### src/rtl/ps2_host_tx.sv
// ps2_host_tx: host-to-device PS/2 command transmitter.
// Runs the clock-inhibit / request-to-send handshake, shifts one byte out
// (LSB first, odd parity, stop) on device-generated clock falls, checks the
// device acknowledge and reports done or err. Pins are open-collector: each
// *_oe output set to 1 means "pull that line low".
module ps2_host_tx #(
    parameter int INHIBIT_CYCLES = 5000,
    parameter int TIMEOUT_CYCLES = 1_000_000
) (
    input  logic       clk,
    input  logic       rst,
    input  logic [7:0] tx_data,
    input  logic       tx_valid,
    output logic       tx_ready,
    input  logic       keyclk_in,
    input  logic       keyinput_in,
    output logic       keyclk_oe,
    output logic       keyinput_oe,
    output logic       busy,
    output logic       done,
    output logic       err
);

    localparam int IW = (INHIBIT_CYCLES > 1) ? $clog2(INHIBIT_CYCLES) : 1;
    localparam int TW = (TIMEOUT_CYCLES > 1) ? $clog2(TIMEOUT_CYCLES) : 1;

    typedef enum logic [3:0] {
        S_IDLE,
        S_INHIBIT,
        S_START,
        S_BITS,
        S_PARITY,
        S_STOP,
        S_ACK,
        S_WAIT_IDLE,
        S_DONE,
        S_ERR
    } state_t;

    state_t          r_state;
    state_t          w_state_next;

    // Pin synchronizers; reset to 1 (idle bus) so reset release never looks like a fall
    logic            r_clk_s1;
    logic            r_clk_s2;
    logic            r_clk_s3;
    logic            r_dat_s1;
    logic            r_dat_s2;
    logic            w_fall;

    logic [7:0]      r_shift;
    logic [7:0]      w_shift_next;
    logic            r_parity;
    logic            w_parity_next;
    logic [2:0]      r_bit_cnt;
    logic [2:0]      w_bit_cnt_next;
    logic            r_ack_bit;
    logic            w_ack_bit_next;
    logic [IW-1:0]   r_inh_cnt;
    logic [IW-1:0]   w_inh_cnt_next;
    logic [TW-1:0]   r_tmo_cnt;
    logic [TW-1:0]   w_tmo_cnt_next;
    logic            w_in_frame;

    logic            r_keyclk_oe;
    logic            r_keyinput_oe;
    logic            r_busy;
    logic            r_done;
    logic            r_err;
    logic            r_tx_ready;
    logic            w_keyclk_oe_next;
    logic            w_keyinput_oe_next;

    assign w_fall      = r_clk_s3 & ~r_clk_s2;
    assign w_in_frame  = (r_state == S_START) || (r_state == S_BITS) ||
                         (r_state == S_PARITY) || (r_state == S_STOP) ||
                         (r_state == S_ACK) || (r_state == S_WAIT_IDLE);

    assign keyclk_oe   = r_keyclk_oe;
    assign keyinput_oe = r_keyinput_oe;
    assign busy        = r_busy;
    assign done        = r_done;
    assign err         = r_err;
    assign tx_ready    = r_tx_ready;

    // Two-stage synchronizers plus one extra clock stage for fall detection
    always_ff @(posedge clk or posedge rst) begin
        if (rst) begin
            r_clk_s1 <= 1'b1;
            r_clk_s2 <= 1'b1;
            r_clk_s3 <= 1'b1;
            r_dat_s1 <= 1'b1;
            r_dat_s2 <= 1'b1;
        end else begin
            r_clk_s1 <= keyclk_in;
            r_clk_s2 <= r_clk_s1;
            r_clk_s3 <= r_clk_s2;
            r_dat_s1 <= keyinput_in;
            r_dat_s2 <= r_dat_s1;
        end
    end

    // Next-state, datapath and output decode; outputs follow the next state so they are registered
    always_comb begin
        w_state_next   = r_state;
        w_shift_next   = r_shift;
        w_parity_next  = r_parity;
        w_bit_cnt_next = r_bit_cnt;
        w_ack_bit_next = r_ack_bit;
        w_inh_cnt_next = r_inh_cnt;
        w_tmo_cnt_next = r_tmo_cnt;

        case (r_state)
            S_IDLE: begin
                if (tx_valid) begin
                    w_state_next   = S_INHIBIT;
                    w_shift_next   = tx_data;
                    w_parity_next  = ~^tx_data;
                    w_inh_cnt_next = '0;
                end
            end
            S_INHIBIT: begin
                if (r_inh_cnt == IW'(INHIBIT_CYCLES - 1)) begin
                    w_state_next   = S_START;
                    w_tmo_cnt_next = '0;
                end else begin
                    w_inh_cnt_next = r_inh_cnt + IW'(1);
                end
            end
            S_START: begin
                if (w_fall) begin
                    w_state_next   = S_BITS;
                    w_bit_cnt_next = 3'd0;
                end
            end
            S_BITS: begin
                if (w_fall) begin
                    w_shift_next = {1'b0, r_shift[7:1]};
                    if (r_bit_cnt == 3'd7) begin
                        w_state_next = S_PARITY;
                    end else begin
                        w_bit_cnt_next = r_bit_cnt + 3'd1;
                    end
                end
            end
            S_PARITY: begin
                if (w_fall) begin
                    w_state_next = S_STOP;
                end
            end
            S_STOP: begin
                // The 11th device fall carries the acknowledge: capture the data line on it
                if (w_fall) begin
                    w_state_next   = S_ACK;
                    w_ack_bit_next = r_dat_s2;
                end
            end
            S_ACK: begin
                w_state_next = r_ack_bit ? S_ERR : S_WAIT_IDLE;
            end
            S_WAIT_IDLE: begin
                if (r_clk_s2 && r_dat_s2) begin
                    w_state_next = S_DONE;
                end
            end
            S_DONE: begin
                w_state_next = S_IDLE;
            end
            S_ERR: begin
                w_state_next = S_IDLE;
            end
            default: begin
                w_state_next = S_IDLE;
            end
        endcase

        // Frame watchdog; its terminal count overrides any transition taken above
        if (w_in_frame) begin
            w_tmo_cnt_next = r_tmo_cnt + TW'(1);
            if (r_tmo_cnt == TW'(TIMEOUT_CYCLES - 1)) begin
                w_state_next = S_ERR;
            end
        end

        w_keyclk_oe_next = (w_state_next == S_INHIBIT);
        case (w_state_next)
            S_START:  w_keyinput_oe_next = 1'b1;
            S_BITS:   w_keyinput_oe_next = ~w_shift_next[0];
            S_PARITY: w_keyinput_oe_next = ~w_parity_next;
            default:  w_keyinput_oe_next = 1'b0;
        endcase
    end

    // State, datapath and registered outputs; reset releases both lines at once
    always_ff @(posedge clk or posedge rst) begin
        if (rst) begin
            r_state       <= S_IDLE;
            r_shift       <= 8'h00;
            r_parity      <= 1'b0;
            r_bit_cnt     <= 3'd0;
            r_ack_bit     <= 1'b1;
            r_inh_cnt     <= '0;
            r_tmo_cnt     <= '0;
            r_keyclk_oe   <= 1'b0;
            r_keyinput_oe <= 1'b0;
            r_busy        <= 1'b0;
            r_done        <= 1'b0;
            r_err         <= 1'b0;
            r_tx_ready    <= 1'b1;
        end else begin
            r_state       <= w_state_next;
            r_shift       <= w_shift_next;
            r_parity      <= w_parity_next;
            r_bit_cnt     <= w_bit_cnt_next;
            r_ack_bit     <= w_ack_bit_next;
            r_inh_cnt     <= w_inh_cnt_next;
            r_tmo_cnt     <= w_tmo_cnt_next;
            r_keyclk_oe   <= w_keyclk_oe_next;
            r_keyinput_oe <= w_keyinput_oe_next;
            r_busy        <= (w_state_next != S_IDLE);
            r_done        <= (w_state_next == S_DONE);
            r_err         <= (w_state_next == S_ERR);
            r_tx_ready    <= (w_state_next == S_IDLE);
        end
    end

endmodule

### config.mk
export PLATFORM = sky130hd
export DESIGN_NAME = ps2_host_tx
export DESIGN_NICKNAME = d
export VERILOG_FILES = /design/src/rtl/ps2_host_tx.sv
export SDC_FILE = /design/constraint.sdc
export NUM_CORES = 1
export LEC_CHECK = 0
export ABC_AREA = 1
export CAP_MARGIN = 25
export CORE_MARGIN = 3
export CORE_UTILIZATION = 54
export DETAILED_ROUTE_END_ITERATION = 12
export GPL_TIMING_DRIVEN = 0
export PLACE_DENSITY = 0.76
export SETUP_SLACK_MARGIN = 0.1
export SYNTH_ARGS = -nofsm -noshare
export SYNTH_HDL_FRONTEND = slang
export SYNTH_SLANG_ARGS = --single-unit
### constraint.sdc
create_clock -name clk -period 1.9 [get_ports clk]
set_clock_uncertainty 0.2 [all_clocks]
set_input_delay 0.19 -clock clk [delete_from_list [all_inputs] [get_ports clk]]
set_output_delay 0.19 -clock clk [all_outputs]
set_load 0.005 [all_outputs]
After elaboration in Yosys (flattened, before gate mapping). Cells that the tools add are included.

Input port bits: 13. Bits in registers: 61. Output and inout bits: 6.

Add/sub/neg operators: 3. Bitwise logic cells: 4. Reduce and logical (&&, ||, !) cells: 20. Equality and inequality tests: 21. Multiplexer cells: 28.

Operators with widths (number): 20-bit 2-to-1 mux (3); 4-bit 2-to-1 mux (11); 4-bit one-hot mux with 8 select lines (1); 13-bit 2-to-1 mux (2); 13-bit one-hot mux with 2 select lines (1); 20-bit by 1-bit adder with 20-bit output (second input constant) (1); 20-bit == test (second input constant) (1); 4-bit by 3-bit == test with 1-bit output (second input constant) (5); 4-bit by 2-bit == test with 1-bit output (second input constant) (4); 8-bit 2-to-1 mux (2); 8-bit one-hot mux with 2 select lines (1); 13-bit by 1-bit adder with 13-bit output (second input constant) (1); 13-bit == test (second input constant) (1); 2-bit inequality test (second input constant) (5); 2-bit nonzero test (5); 3-bit 2-to-1 mux (3); 4-bit by 1-bit == test with 1-bit output (second input constant) (2); 4-bit == test (second input constant) (2); 4-bit zero test (2); 8-bit XNOR reduction (1); 3-bit one-hot mux with 2 select lines (1); 3-bit AND reduction (2); 1-bit logical OR (5); 2-bit AND reduction (2); 9 further kinds (12).

Logic depth before layout (Yosys ltp).
Depth in word-level cells: 9. Depth in mapped cells: 13. Gate-level depth less buffers: 12.

Worst setup path before layout. Ideal clock, no wire load.

Kind: flip-flop to flip-flop. Start point: register r_inh_cnt[0]. End point: register r_inh_cnt[9]. Data arrival time: 1.388 ns. Library setup time: 0.122 ns. Required time: 1.578 ns. Cell stages (with the launch flop): 11. Path buffers: 0. Path slack: 0.190 ns. Cells stage by stage: dfrtp_1 -> ha_1 -> nand2_2 -> nor2_4 -> nand3_1 -> nand2_2 -> nand2_2 -> nand2_4 -> nor2_1 -> o21ai_0 -> nor2_1.

Cells in the longest elaborated chain, start to end: 3. Elaborated cells on any way between the ends: 6.

RTL lines: from (decl) (line 59) `logic [IW-1:0] r_inh_cnt;`; from (signal assigned) (line 216) `r_inh_cnt <= w_inh_cnt_next;`; 13-bit by 1-bit adder with 13-bit output / 13-bit == test (equally long branches) (line 127, 123); 13-bit 2-to-1 mux / 2-bit inequality test (equally long branches); 13-bit one-hot mux with 2 select lines / 3-bit AND reduction (equally long branches).

Several ways; a longest one is shown, not always the timed one. The select of a mux whose other input is x is not followed. A chain may end at the register's enable or synchronous reset.

Worst setup path after layout.
Start point: register r_state[3]. End point: register r_keyinput_oe, in the netlist keyinput_oe.

Cells in the longest elaborated chain, start to end: 9. Elaborated cells on any way between the ends: 32.

RTL lines: from (decl) (line 40) `state_t r_state;`; from (signal assigned) (line 211) `r_state <= w_state_next;`; parallel branches: the longest is 8 deep, another holds 4-bit one-hot mux with 8 select lines; 1-bit one-hot mux with 3 select lines (*) (line 186) `case (w_state_next)`; via w_keyinput_oe_next (line 72) `logic w_keyinput_oe_next;`; to (signal assigned) (line 219) `r_keyinput_oe <= w_keyinput_oe_next;`; to (decl) (line 66) `logic r_keyinput_oe;`.

Mark *: on every way through the listed nets, which the timed path passes.

==> metrics <==
largest net degree at the start of global routing 32; slowest CP cell dfrtp_2; layout cells sized above 1 0.2714; drt pass-1 iters 5; CP arrival roughly 1.9 ns; CP bufs+invs 1; Clock Latency Late Sink 0.35 ns; die area between 7000 and 8000 um2; dpl hpwl 5.701 mm; worst reg2reg path startpoint r_state[3]; Area after DPL 3918 um2; HP Start keyclk_in; Hold Vio Cnt, Final 0; I/O pin count 19; top cells by area, synth dfrtp_1 (37%), nand2_1 (13%), inv_1 (6.4%); routability congestion estimate from global placement 0.9291; # diodes 0; CTS sink count 61; mapped cell area 3617 um2; critical path data required time 1.92 ns; Nets 561; outcome complete, no violations; Tightest Hold Check Type in -> reg; maximum vdd drop 0.0004494 V; # Max-Cap Violations 0; DR DRC count 0; final instance area 4627 um2; Syn Area/Cell 7.520 um2; Tcrit/Tclk final 0.9812; synthesized netlist cell count 481; number of synthesized flops with an enable pin 0; Starting Density 0.5632; CTS tree yes; Critical Setup Path Class reg -> reg; crit end category flip-flop; R2R cell count 10; vias post-DR 3394; CTS Buf Count 9; # setup viols final 0; top-area cell type share of the netlist area 0.3736; Worst Hold Endpoint r_clk_s1; CP peak stage delay 0.45 ns; ys flop type dfrtp_1; cell row count 29; hold path cells 1; Longest Clk Path Bufs 2; Netlist cell types 42; Seq/Total Area, Yosys 0.4244; Via density 5.422; top-count cell post-synth nand2_1; wire per inst approximately 14 um; async set-reset flop share out of synthesis 1.000; min Tclk post-route 1.864 ns; most frequent cells after synthesis nand2_1 (124), inv_1 (62), nor2_1 (62); initial drt markers 206; worst-margin pin slew just under 0.7 ns; GRT Overall Usage 0.2302; Core Area 6422 um2; Synth area leader dfrtp_1; Area Growth Syn to Fin 27.91%; RSZ-0062 raised after global routing true; DIE WIDTH 87.85 um; Max Fclk 0.5364 GHz; worst path cell trace inv_2 -> nand2_2 -> nor2_4 -> nand2_2 -> nor2_1 -> o21ai_4 -> nand2_2 -> nor2_1 -> nand2_1 -> nand2_1; initial antenna violation count 0; WHS 0.05178 ns; H-tree depth 3; Die H just under 90 um; leakage power 2.178 nW; grt total ovfl 0; Yosys reg bits 61; max-slew violation count 0; Reg2Reg Setup Slack approximately 0.036 ns; power per cell area 567.6 nW/um2; Syn. warnings 0; Syn Nets 498; Slew HR 0.5355; Crit path max-delay family simple AND/OR/NAND/NOR gates; number of global-route vias before repair roughly 3100; clock root buffer master clkbuf_8; WL final 8.651 mm; startpoint types flip-flop; DRT antenna net count 0; Port-buffer cells 18; first-pass GRT wire length ~14 mm; Max Fanout on Critical Path 6; reg-to-reg endpoint keyinput_oe; Worst-path clk slew 0.07 ns; Crit path top cell by count nand2_2
-- how the worst max path moves through the flow --
stage,start,to,slack (ns),cells after the start
2_1_floorplan,r_inh_cnt[0],r_inh_cnt[9],0.19,10
3_3_place_gp,r_clk_s3,keyinput_oe,-0.16,9
3_5_place_dp,r_clk_s3,keyinput_oe,-0.15,9
4_1_cts,r_tmo_cnt[1],done,0.07,11
5_1_grt,r_clk_s3,keyinput_oe,-0.08,8
6_report,r_state[3],keyinput_oe,0.04,10
-- cell usage in the layout, fill, tap and decap left out, types with 11 or more instances in the layout --
master,synthesis,routed
nand2_2,10,14
nor2_2,5,12
nor2_4,5,13
dfrtp_1,54,49
inv_1,62,57
nor2_1,62,47
nand2_1,124,115
clkdlybuf4s50_1,0,18
clkbuf_8,0,11
inv_2,11,13
o21ai_0,15,14
buf_4,2,32
nand3_1,35,32
-- per-stage QoR --
stage,std cells,setup WS (ns),power (mW),TNS [ns],utilization
CTS,603,0.07336,2.644,0,0.6680
floorplan,481,0.1899,1.396,0,-
global placement,576,-0.1634,1.442,-0.3378,0.6069
global route,626,-0.08410,2.725,-0.1138,0.7204
detailed placement,577,-0.1453,1.450,-0.5143,0.6100
finish,626,0.03573,2.626,0,0.7204
-- layer usage --
metal	track usage	routed length [um]
met3	0.05833	513
met5	0	0
met2	0.3637	4117
met1	0.2992	3796
met4	0.1018	224
-- state kept, by name, summed over array words and instances (netlist names), 3 cells and up --
register and cells:
r_tmo_cnt 20, r_state 4, r_bit_cnt 3, r_inh_cnt 13
r_shift 8
-- final cells by class --
class,count,area (um2)
Timing Repair Buffer,52,455.4
Clock buffer,12,155.1
Buffer,5,40.04
Fill cell,463,1795
Inverter,73,285.3
Tap cell,77,96.34
Clock inverter,4,47.55
Multi-Input combinational cell,342,2006
Sequential cell,61,1541
-- timing repair --
action                     4_1_cts  5_1_grt
setup buffers                   10       23
gates resized for setup         25       49
pin swaps                       11       20
setup endpoints to repair       35       35
hold buffers                     0        0
-- cell families after synthesis --
| family | after synthesis | share of synthesized area |
|---|---|---|
| and+or+nand+nor | 272 | 0.3532 |
| buffers and inverters | 78 | 0.08543 |
| DFF | 61 | 0.4244 |
| AOI/OAI and AO/OA | 53 | 0.09132 |
| xor gates and xnor gates | 12 | 0.02906 |
| adders and majority gates | 4 | 0.01384 |
| muxes | 1 | 0.002767 |
-- power by group --
part / switching [mW] / internal (mW)
Sequential: 0.00363 / 1.31
Combinational: 0.0702 / 0.0451
Clock: 0.526 / 0.673
Note: power is estimated with default switching activity, not from simulation.
